### src/rtl/udp_02467_pkg.sv
// Shared definitions for the UDP_02467 sweeper: state encoding, golden maps
// and the golden E/F function (E = C' + AB, F = E & D).
package udp_02467_pkg;

    localparam int unsigned IDX_W   = 4;
    localparam int unsigned NUM_VEC = 16;
    localparam int unsigned ERR_W   = 5;
    localparam int unsigned CNT_W   = 4;

    localparam logic [NUM_VEC-1:0] E_GOLD = 16'hF333;
    localparam logic [NUM_VEC-1:0] F_GOLD = 16'hA222;

    typedef enum logic [1:0] {
        ST_IDLE   = 2'd0,
        ST_SETTLE = 2'd1,
        ST_SAMPLE = 2'd2,
        ST_DONE   = 2'd3
    } state_e;

    // Returns {e, f} for one input combination.
    function automatic logic [1:0] exp_ef(input logic a, input logic b,
                                          input logic c, input logic d);
        logic e;
        e = ~c | (a & b);
        return {e, e & d};
    endfunction

endpackage

### src/rtl/udp_02467_golden.sv
// Combinational golden reference for UDP_02467.
// Ports: a_i..d_i  circuit inputs; exp_e_c/exp_f_c  expected E/F (combinational).
module udp_02467_golden
    import udp_02467_pkg::*;
(
    input  logic a_i,
    input  logic b_i,
    input  logic c_i,
    input  logic d_i,
    output logic exp_e_c,
    output logic exp_f_c
);

    logic [1:0] ef;

    assign ef      = exp_ef(a_i, b_i, c_i, d_i);
    assign exp_e_c = ef[1];
    assign exp_f_c = ef[0];

endmodule

### src/rtl/udp_02467_sweeper.sv
// Stimulus-and-check sweeper for the UDP_02467 circuit: drives all 16
// {A,B,C,D} vectors, samples E/F after SETTLE_CYCLES, compares with golden.
// Ports: clock/reset_b; start (pulse), abort (level); e_in/f_in circuit
// responses; a/b/c/d_out stimulus; busy/done/pass status; err_count,
// e_map/f_map, first_fail_idx/first_fail_valid results. All outputs registered.
module udp_02467_sweeper
    import udp_02467_pkg::*;
#(
    parameter int unsigned SETTLE_CYCLES = 2
)
(
    input  logic               clock,
    input  logic               reset_b,
    input  logic               start,
    input  logic               abort,
    input  logic               e_in,
    input  logic               f_in,
    output logic               a_out,
    output logic               b_out,
    output logic               c_out,
    output logic               d_out,
    output logic               busy,
    output logic               done,
    output logic               pass,
    output logic [ERR_W-1:0]   err_count,
    output logic [NUM_VEC-1:0] e_map,
    output logic [NUM_VEC-1:0] f_map,
    output logic [IDX_W-1:0]   first_fail_idx,
    output logic               first_fail_valid
);

    localparam logic [CNT_W-1:0] SETTLE_LAST = CNT_W'(SETTLE_CYCLES - 1);
    localparam logic [IDX_W-1:0] IDX_LAST    = IDX_W'(NUM_VEC - 1);

    state_e               state_q, state_d;
    logic [IDX_W-1:0]     idx_q, idx_d;
    logic [CNT_W-1:0]     wait_q, wait_d;
    logic [IDX_W-1:0]     stim_q, stim_d;
    logic                 busy_q, busy_d;
    logic                 done_q, done_d;
    logic                 pass_q, pass_d;
    logic [ERR_W-1:0]     err_q, err_d;
    logic [NUM_VEC-1:0]   e_map_q, e_map_d;
    logic [NUM_VEC-1:0]   f_map_q, f_map_d;
    logic [IDX_W-1:0]     ffi_q, ffi_d;
    logic                 ffv_q, ffv_d;

    logic                 exp_e_c, exp_f_c;
    logic                 mismatch_c;

    // Golden response for the vector currently on the stimulus outputs.
    udp_02467_golden u_golden (
        .a_i     (idx_q[3]),
        .b_i     (idx_q[2]),
        .c_i     (idx_q[1]),
        .d_i     (idx_q[0]),
        .exp_e_c (exp_e_c),
        .exp_f_c (exp_f_c)
    );

    // Case-inequality so an X/Z response is reported as a mismatch.
    assign mismatch_c = (e_in !== exp_e_c) || (f_in !== exp_f_c);

    // Next-state, counters, results and registered-output values.
    always_comb begin
        state_d = state_q;
        idx_d   = idx_q;
        wait_d  = wait_q;
        pass_d  = pass_q;
        err_d   = err_q;
        e_map_d = e_map_q;
        f_map_d = f_map_q;
        ffi_d   = ffi_q;
        ffv_d   = ffv_q;

        unique case (state_q)
            ST_IDLE, ST_DONE: begin
                if (start) begin
                    e_map_d = '0;
                    f_map_d = '0;
                    err_d   = '0;
                    ffi_d   = '0;
                    ffv_d   = 1'b0;
                    pass_d  = 1'b0;
                    idx_d   = '0;
                    wait_d  = '0;
                    state_d = ST_SETTLE;
                end
            end
            ST_SETTLE: begin
                if (wait_q == SETTLE_LAST) begin
                    state_d = ST_SAMPLE;
                end else begin
                    wait_d = CNT_W'(wait_q + CNT_W'(1));
                end
            end
            ST_SAMPLE: begin
                e_map_d[idx_q] = e_in;
                f_map_d[idx_q] = f_in;
                if (mismatch_c) begin
                    err_d = ERR_W'(err_q + ERR_W'(1));
                    if (!ffv_q) begin
                        ffi_d = idx_q;
                        ffv_d = 1'b1;
                    end
                end
                if (idx_q == IDX_LAST) begin
                    state_d = ST_DONE;
                    pass_d  = (err_d == '0);
                end else begin
                    idx_d   = IDX_W'(idx_q + IDX_W'(1));
                    wait_d  = '0;
                    state_d = ST_SETTLE;
                end
            end
            default: state_d = ST_IDLE;
        endcase

        // Abort outranks start and every other transition; results are kept.
        if (abort) begin
            state_d = ST_IDLE;
            pass_d  = 1'b0;
        end

        busy_d = (state_d == ST_SETTLE) || (state_d == ST_SAMPLE);
        done_d = (state_d == ST_DONE);
        stim_d = busy_d ? idx_d : '0;
    end

    // State and result registers.
    always_ff @(posedge clock or negedge reset_b) begin
        if (!reset_b) begin
            state_q <= ST_IDLE;
            idx_q   <= '0;
            wait_q  <= '0;
            stim_q  <= '0;
            busy_q  <= 1'b0;
            done_q  <= 1'b0;
            pass_q  <= 1'b0;
            err_q   <= '0;
            e_map_q <= '0;
            f_map_q <= '0;
            ffi_q   <= '0;
            ffv_q   <= 1'b0;
        end else begin
            state_q <= state_d;
            idx_q   <= idx_d;
            wait_q  <= wait_d;
            stim_q  <= stim_d;
            busy_q  <= busy_d;
            done_q  <= done_d;
            pass_q  <= pass_d;
            err_q   <= err_d;
            e_map_q <= e_map_d;
            f_map_q <= f_map_d;
            ffi_q   <= ffi_d;
            ffv_q   <= ffv_d;
        end
    end

    assign a_out            = stim_q[3];
    assign b_out            = stim_q[2];
    assign c_out            = stim_q[1];
    assign d_out            = stim_q[0];
    assign busy             = busy_q;
    assign done             = done_q;
    assign pass             = pass_q;
    assign err_count        = err_q;
    assign e_map            = e_map_q;
    assign f_map            = f_map_q;
    assign first_fail_idx   = ffi_q;
    assign first_fail_valid = ffv_q;

endmodule

### config.mk
export PLATFORM = sky130hd
export DESIGN_NAME = udp_02467_sweeper
export DESIGN_NICKNAME = d
export VERILOG_FILES = /design/src/rtl/udp_02467_pkg.sv /design/src/rtl/udp_02467_golden.sv /design/src/rtl/udp_02467_sweeper.sv
export SDC_FILE = /design/constraint.sdc
export NUM_CORES = 1
export LEC_CHECK = 0
export CAP_MARGIN = 25
export CORE_UTILIZATION = 51
export DETAILED_ROUTE_END_ITERATION = 10
export HOLD_SLACK_MARGIN = 0.03
export PLACE_DENSITY = 0.79
export SKIP_LAST_GASP = 1
export SLEW_MARGIN = 40
export SYNTH_ARGS = -nofsm -noshare
export SYNTH_HDL_FRONTEND = slang
export SYNTH_SLANG_ARGS = --single-unit
export TNS_END_PERCENT = 10
### constraint.sdc
create_clock -name clock -period 2.03 [get_ports clock]
set_input_delay 0.406 -clock clock [delete_from_list [all_inputs] [get_ports clock]]
set_output_delay 0.406 -clock clock [all_outputs]
set_load 0.02 [all_outputs]
# Yosys cells after proc, flatten, opt, wreduce, memory -nomap -nowiden
# Cells that the tools add are included.
[classes] n_addsub=3 n_lt_le_gt_ge=2 eq_ne=17 muxes=33 bitwise_logic=4 n_reduce_logical=13
[op_table] op="$pmux 16 s2" n=2
[op_table] op="$bwmux 16" n=2
[op_table] op="$mux 4" n=8
[op_table] op="$mux 16" n=1
[op_table] op="$pmux 4 s2" n=2
[op_table] op="$mux 5" n=3
[op_table] op="$pmux 4 s3" n=1
[op_table] op="$ne 2x2->1 const B" n=5
[op_table] op="$pmux 5 s2" n=1
[op_table] op="$reduce_and 3->1" n=3
[op_table] op="$add 4x1->4 const B" n=2
[op_table] op="$eq 2x2->1 const B" n=4
[op_table] op="$mux 2" n=4
[op_table] op="$ne 3x3->1 const B" n=2
[op_table] op="$pmux 2 s3" n=1
[op_table] op="$add 5x1->5 const B" n=1
[op_table] op="$logic_not 5->1" n=1
[op_table] op="$lt 4x5->1 const B" n=1
[op_table] op="$mux 1" n=5
[op_table] op="$demux 1 s4" n=1
[op_table] op="$eq 2x1->1 const B" n=2
[op_table] op="$eq 4x1->1 const B" n=1
[op_table] op="$eq 4x4->1 const B" n=1
[op_table] op="$ge 4x1->1 const B" n=1
[op_table] op="13 further kinds" n=17
[totals] ff_bits=59 in_bits=6 output_inout_bits=49 wordCells=84

# Longest topological paths before layout
[logic_depth] word_depth=11 mapped_depth=10 depth_no_buf=9

# Hierarchy
# From an unflattened synthesis, not the netlist that was laid out.
[unflattened] cells_unflattened=310 area_unflattened_um2=2926.6
[by_module_without_submodules] mod="udp_02467_sweeper" n_inst=1 cells_per_inst=307 area_each_um2=2907.8 seq_area_each_um2=1476.4
[by_module_without_submodules] mod="udp_02467_golden" n_inst=1 cells_per_inst=3 area_each_um2=18.8 seq_area_each_um2=0.0

# Least setup slack after synthesis
# OpenSTA, ideal clock, no wires.
[synth_timing] path_type="register -> register" from="register idx_q[0]" to="register wait_q[0]" setup_time_ns=0.127 t_arrival_ns=1.750 required_ns=1.903 setup_slack_ns=0.153 path_stages_with_launch=5 path_buffers=0 synth_period_minus_slack_ns=1.877 path_cell_list="dfrtp_1 > ha_1 > and3_1 > a221oi_1 > mux2_1"
[synth_between] elab_chain_cells=3
[synth_lines] element="start, declared" line="udp_02467_sweeper.sv:36" text="logic [IDX_W-1:0] idx_q, idx_d;"
[synth_lines] element="start signal, assigned" line="udp_02467_sweeper.sv:147" text="idx_q <= idx_d;"
[synth_lines] element="$eq 4x4->1" line="udp_02467_sweeper.sv:107" text="if (idx_q == IDX_LAST) begin"
[synth_lines] element="$ne 2x2->1 (no line)"
[synth_lines] element="$reduce_and 3->1 (no line)"
[synth_lines] element="end signal, assigned" line="udp_02467_sweeper.sv:148" text="wait_q <= wait_d;"
[synth_lines] element="end, declared" line="udp_02467_sweeper.sv:37" text="logic [CNT_W-1:0] wait_q, wait_d;"
# Every way passes these cells.
# A chain may end at the register's enable or synchronous reset.

# Worst setup path after layout
[layout_timing] from="register wait_q[1]" to="register stim_q[0]"
[layout_between] elab_chain_cells=7 word_cells_on_any_way=8 cone_classes="eq/ne (3); mux (4); reduce/logical (1)"
[layout_lines] element="$eq 4x1->1 (*)" line="udp_02467_sweeper.sv:91" text="if (wait_q == SETTLE_LAST) begin"
[layout_lines] element="$mux 2 (*)" line="udp_02467_sweeper.sv:91"
[layout_lines] element="$pmux 2 s3 (*)" line="udp_02467_sweeper.sv:76" text="unique case (state_q)"
[layout_lines] element="$mux 2 (*)" line="udp_02467_sweeper.sv:120" text="if (abort) begin"
[layout_lines] element="net state_d[1]" line="udp_02467_sweeper.sv:35" text="state_e state_q, state_d;"
[layout_lines] element="$eq 2x1->1 or $eq 2x2->1 (tied branches)" line="udp_02467_sweeper.sv:125" text="busy_d = (state_d == ST_SETTLE) || (state_d == ST_SAMPLE);"
[layout_lines] element="$logic_or 1x1->1 (*)" line="udp_02467_sweeper.sv:125"
[layout_lines] element="net busy_d" line="udp_02467_sweeper.sv:39" text="logic busy_q, busy_d;"
[layout_lines] element="$mux 4 (*)" line="udp_02467_sweeper.sv:127" text="stim_d = busy_d ? idx_d : '0;"
[layout_lines] element="net stim_d[0]" line="udp_02467_sweeper.sv:38" text="logic [IDX_W-1:0] stim_q, stim_d;"
[layout_lines] element="end signal, assigned" line="udp_02467_sweeper.sv:149" text="stim_q <= stim_d;"
[layout_lines] element="end, declared" line="udp_02467_sweeper.sv:38"
# Mark *: on every way through the listed nets, which the timed path passes. The rest lies on a longest branch.

==> run_results.csv <==
group,metric,value,unit
run_status,status,"completed",
synthesis,ys.flop_type,"dfrtp_1",
global_routing,grt.overflow.total,0,
synthesis,syn_nets,302,
synthesis,synthTopCellsByArea,"dfrtp_1 53%, o22ai_1 7.2%, inv_1 5.7%",
synthesis,synth-edff-count,0,
cells_and_area,diodes,0,
floorplan,die_h,75.83,um
cells_and_area,nNetsFinal,376,
setup_path,worstSetupStartpointType,"flop",
placed_design,dp_hpwl,4507,um
cts,clk_path_buf_depth,2,
global_routing,grt_start_max_net_pins,60,
cells_and_area,drive_above_1_share,0.1264,
floorplan,io_pins,55,
setup_path,path_cells,"inv_1 > ha_1 > nor3b_2 > a22oi_1 > nor2_1 > a21oi_1 > nor2_1 > ha_1 > and2_1",
setup_path,crit_slowest_cell,"dfrtp_1",
cts,cts_buffers,9,
placed_design,numPortBuffers,54,
setup_path,crit_path_end_kind,"flop",
synthesis,synth_seq_area_share,0.5311,
route,finalWirelength,6622,um
cts,h-tree-depth,3,
min_path,hold_path.class,"in2async",
pwr,peakVddDrop,0.5681,mV
pwr,power.density,810.5,mW/mm2
synthesis,yosys_warnings,0,
job,drv_cap,0,
floorplan,rows,26,
synthesis,synthDistinctLibCells,40,
cts,insertion_delay,0.35,ns
floorplan,die_area,0.005750,mm2
route,dr.pass1.iters,4,
sta,finalClockSkew,0.005271,ns
sta,tightest_slew,0.3012,ns
cells_and_area,fin_cells,434,
synthesis,syn_avg_cell_area,9.721,um2
floorplan,initial_core_util,0.5375,
sta,fmax,529.7,MHz
placed_design,place_congestion,0.8986,
sta,setup_viol_count_final,0,
global_routing,antenna_found_initial,0,
synthesis,synthCells,286,
setup_path,crit_required,2.27,ns
global_routing,grtUsageTotal,0.2579,
global_routing,first_global_vias,2252,
placed_design,post-place-ws,-0.08418,ns
cts,clkTransAtPathRegs,0.06,ns
sta,slew_violations,0,
setup_path,cp_slowest_stage_delay,0.40,ns
cells_and_area,synthToLayoutAreaGrowth,36.09,%
cells_and_area,fillers,379,
setup_path,path_class,"reg2reg",
placed_design,dpl.cell_count,419,
route,wl_per_cell,15.26,um
floorplan,dieWidth,75.83,um
floorplan,core,0.005172,mm2
synthesis,synth_top_cell_area_share,0.5311,
cts,numClockSinks,59,
cts,ctsHoldBuffers,0,
route,drtIter0Drc,126,
setup_path,timing.rr.start,"wait_q[1]",
route,vias,2369,
pwr,leakagePower,1.640,nW
route,ant_nets,0,
synthesis,netlist_area,0.002780,mm2
setup_path,arrival,2.12,ns
cts,cts_tree,"yes",
sta,fin_crit,1.888,ns
setup_path,critPathLaunch,"wait_q[1]",
route,drc,0,
synthesis,synth_most_common_cell,"dfrtp_1",
cells_and_area,regArea,0.001476,mm2
synthesis,ys_ff_latch,59,
cells_and_area,multi_input_area,0.001102,mm2
synthesis,synth_top_area_cell,"dfrtp_1",
setup_path,crit_fanout,5,
sta,slew_headroom,0.7983,
route,vias_per_cell,5.459,
synthesis,postSynth.asyncResetShare,1.000,
sta,setup_slack,0.1422,ns
sta,finalHoldViolCount,0,
synthesis,netlist_top_cells_count,"59 x dfrtp_1, 42 x inv_1, 32 x o22ai_1",
cts,cts_root_buf,"clkbuf_8",
sta,min_period_over_period,0.9300,
global_routing,grt_pass1_wl,10670,um
==> metrics by stage <==
| step | setup TNS, ns | instance area [um2] | hold WS, ns | total power [mW] | utilization |
|---|---|---|---|---|---|
| floorplan | 0 | 2780 | 0.1104 | 1.589 | - |
| global placement | 0 | 3540 | 0.4282 | 1.786 | 0.6843 |
| detailed placement | -0.08418 | 3540 | 0.4328 | 1.800 | 0.6843 |
| CTS | 0 | 3769 | 0.06253 | 3.063 | 0.7286 |
| global route | -0.08020 | 3784 | 0.08336 | 3.211 | 0.7315 |
| finish | 0 | 3784 | 0.04992 | 3.066 | 0.7315 |
==> repair_timing <==
action                                  4_1_cts  5_1_grt
buffers inserted                              0        0
gates resized for setup                       0        4
endpoints found under the setup margin        0        4
endpoints found under the hold margin         0        0
==> flip-flops by register name (all words and copies together), names as in the netlist <==
register	flops
busy	1
done	1
e_map	16
err_count	5
f_map	16
first_fail_idx	4
first_fail_valid	1
idx_q	4
pass	1
state_q	2
stim_q	4
wait_q	4
==> final timing paths <==
path,to,slack (ns),cells past startpoint
max,stim_q[0],0.14,9
max in group asynchronous,first_fail_idx[1],1.74,2
min in group clock,f_map[15],0.52,2
max reg2reg,stim_q[0],0.14,9
min reg2reg,f_map[15],0.52,2
min,e_map[6],0.05,2
==> final cells by class <==
class                      count  share of cell area
sequential                    59              0.3902
multi-input combinational    173              0.2913
timing repair buffer          75              0.1931
inverter                      42             0.04167
clock buffer                   9             0.03274
clock inverter                 6             0.02778
tap                           70             0.02315
==> logic make-up after synthesis <==
| logic type | after synthesis | synth area share |
|---|---|---|
| AO/OA/AOI/OAI | 87 | 0.1958 |
| adder cells (fa/ha/maj) | 10 | 0.04500 |
| XOR/XNOR | 5 | 0.01575 |
| AND/OR/NAND/NOR | 69 | 0.1269 |
| multiplexers | 2 | 0.007651 |
| buffers and inverters | 54 | 0.07786 |
| flip-flops | 59 | 0.5311 |
==> per-layer routing <==
layer,vias up,share of wire,global-route usage
met5,-,0,0
met4,0,0.019,0.1193
met3,10,0.044,0.04762
met1,1147,0.44,0.3370
met2,70,0.49,0.4169
li1,1142,-,-
==> where the power goes <==
part / internal (mW) / switching [mW]
Combinational: 0.234 / 0.336
Clock: 0.801 / 0.461
Sequential: 1.21 / 0.0272
==> worst max-delay path: cells and delay by family (launching register included) <==
kind	cells	cell delay, ns
AO/OA/AOI/OAI	2	0.19
buffers and inverters	1	0.08
adder cells (fa/ha/maj)	2	0.44
AND/OR/NAND/NOR	4	0.67
flip-flops	1	0.40
==> cells in the final DEF (no fill, tap or decap), types with 4 or more instances in the layout <==
master            n
clkdlybuf4s50_1  53
o21ai_0          10
inv_1            42
nand3_1          10
ha_1             10
nor2b_1           4
and2_1            6
a21oi_1          24
clkbuf_8          9
buf_4            18
a22o_1            4
dfrtp_1          59
nand2_1          18
nor2_1           13
o22ai_1          32
(Power assumes the default switching activity.)
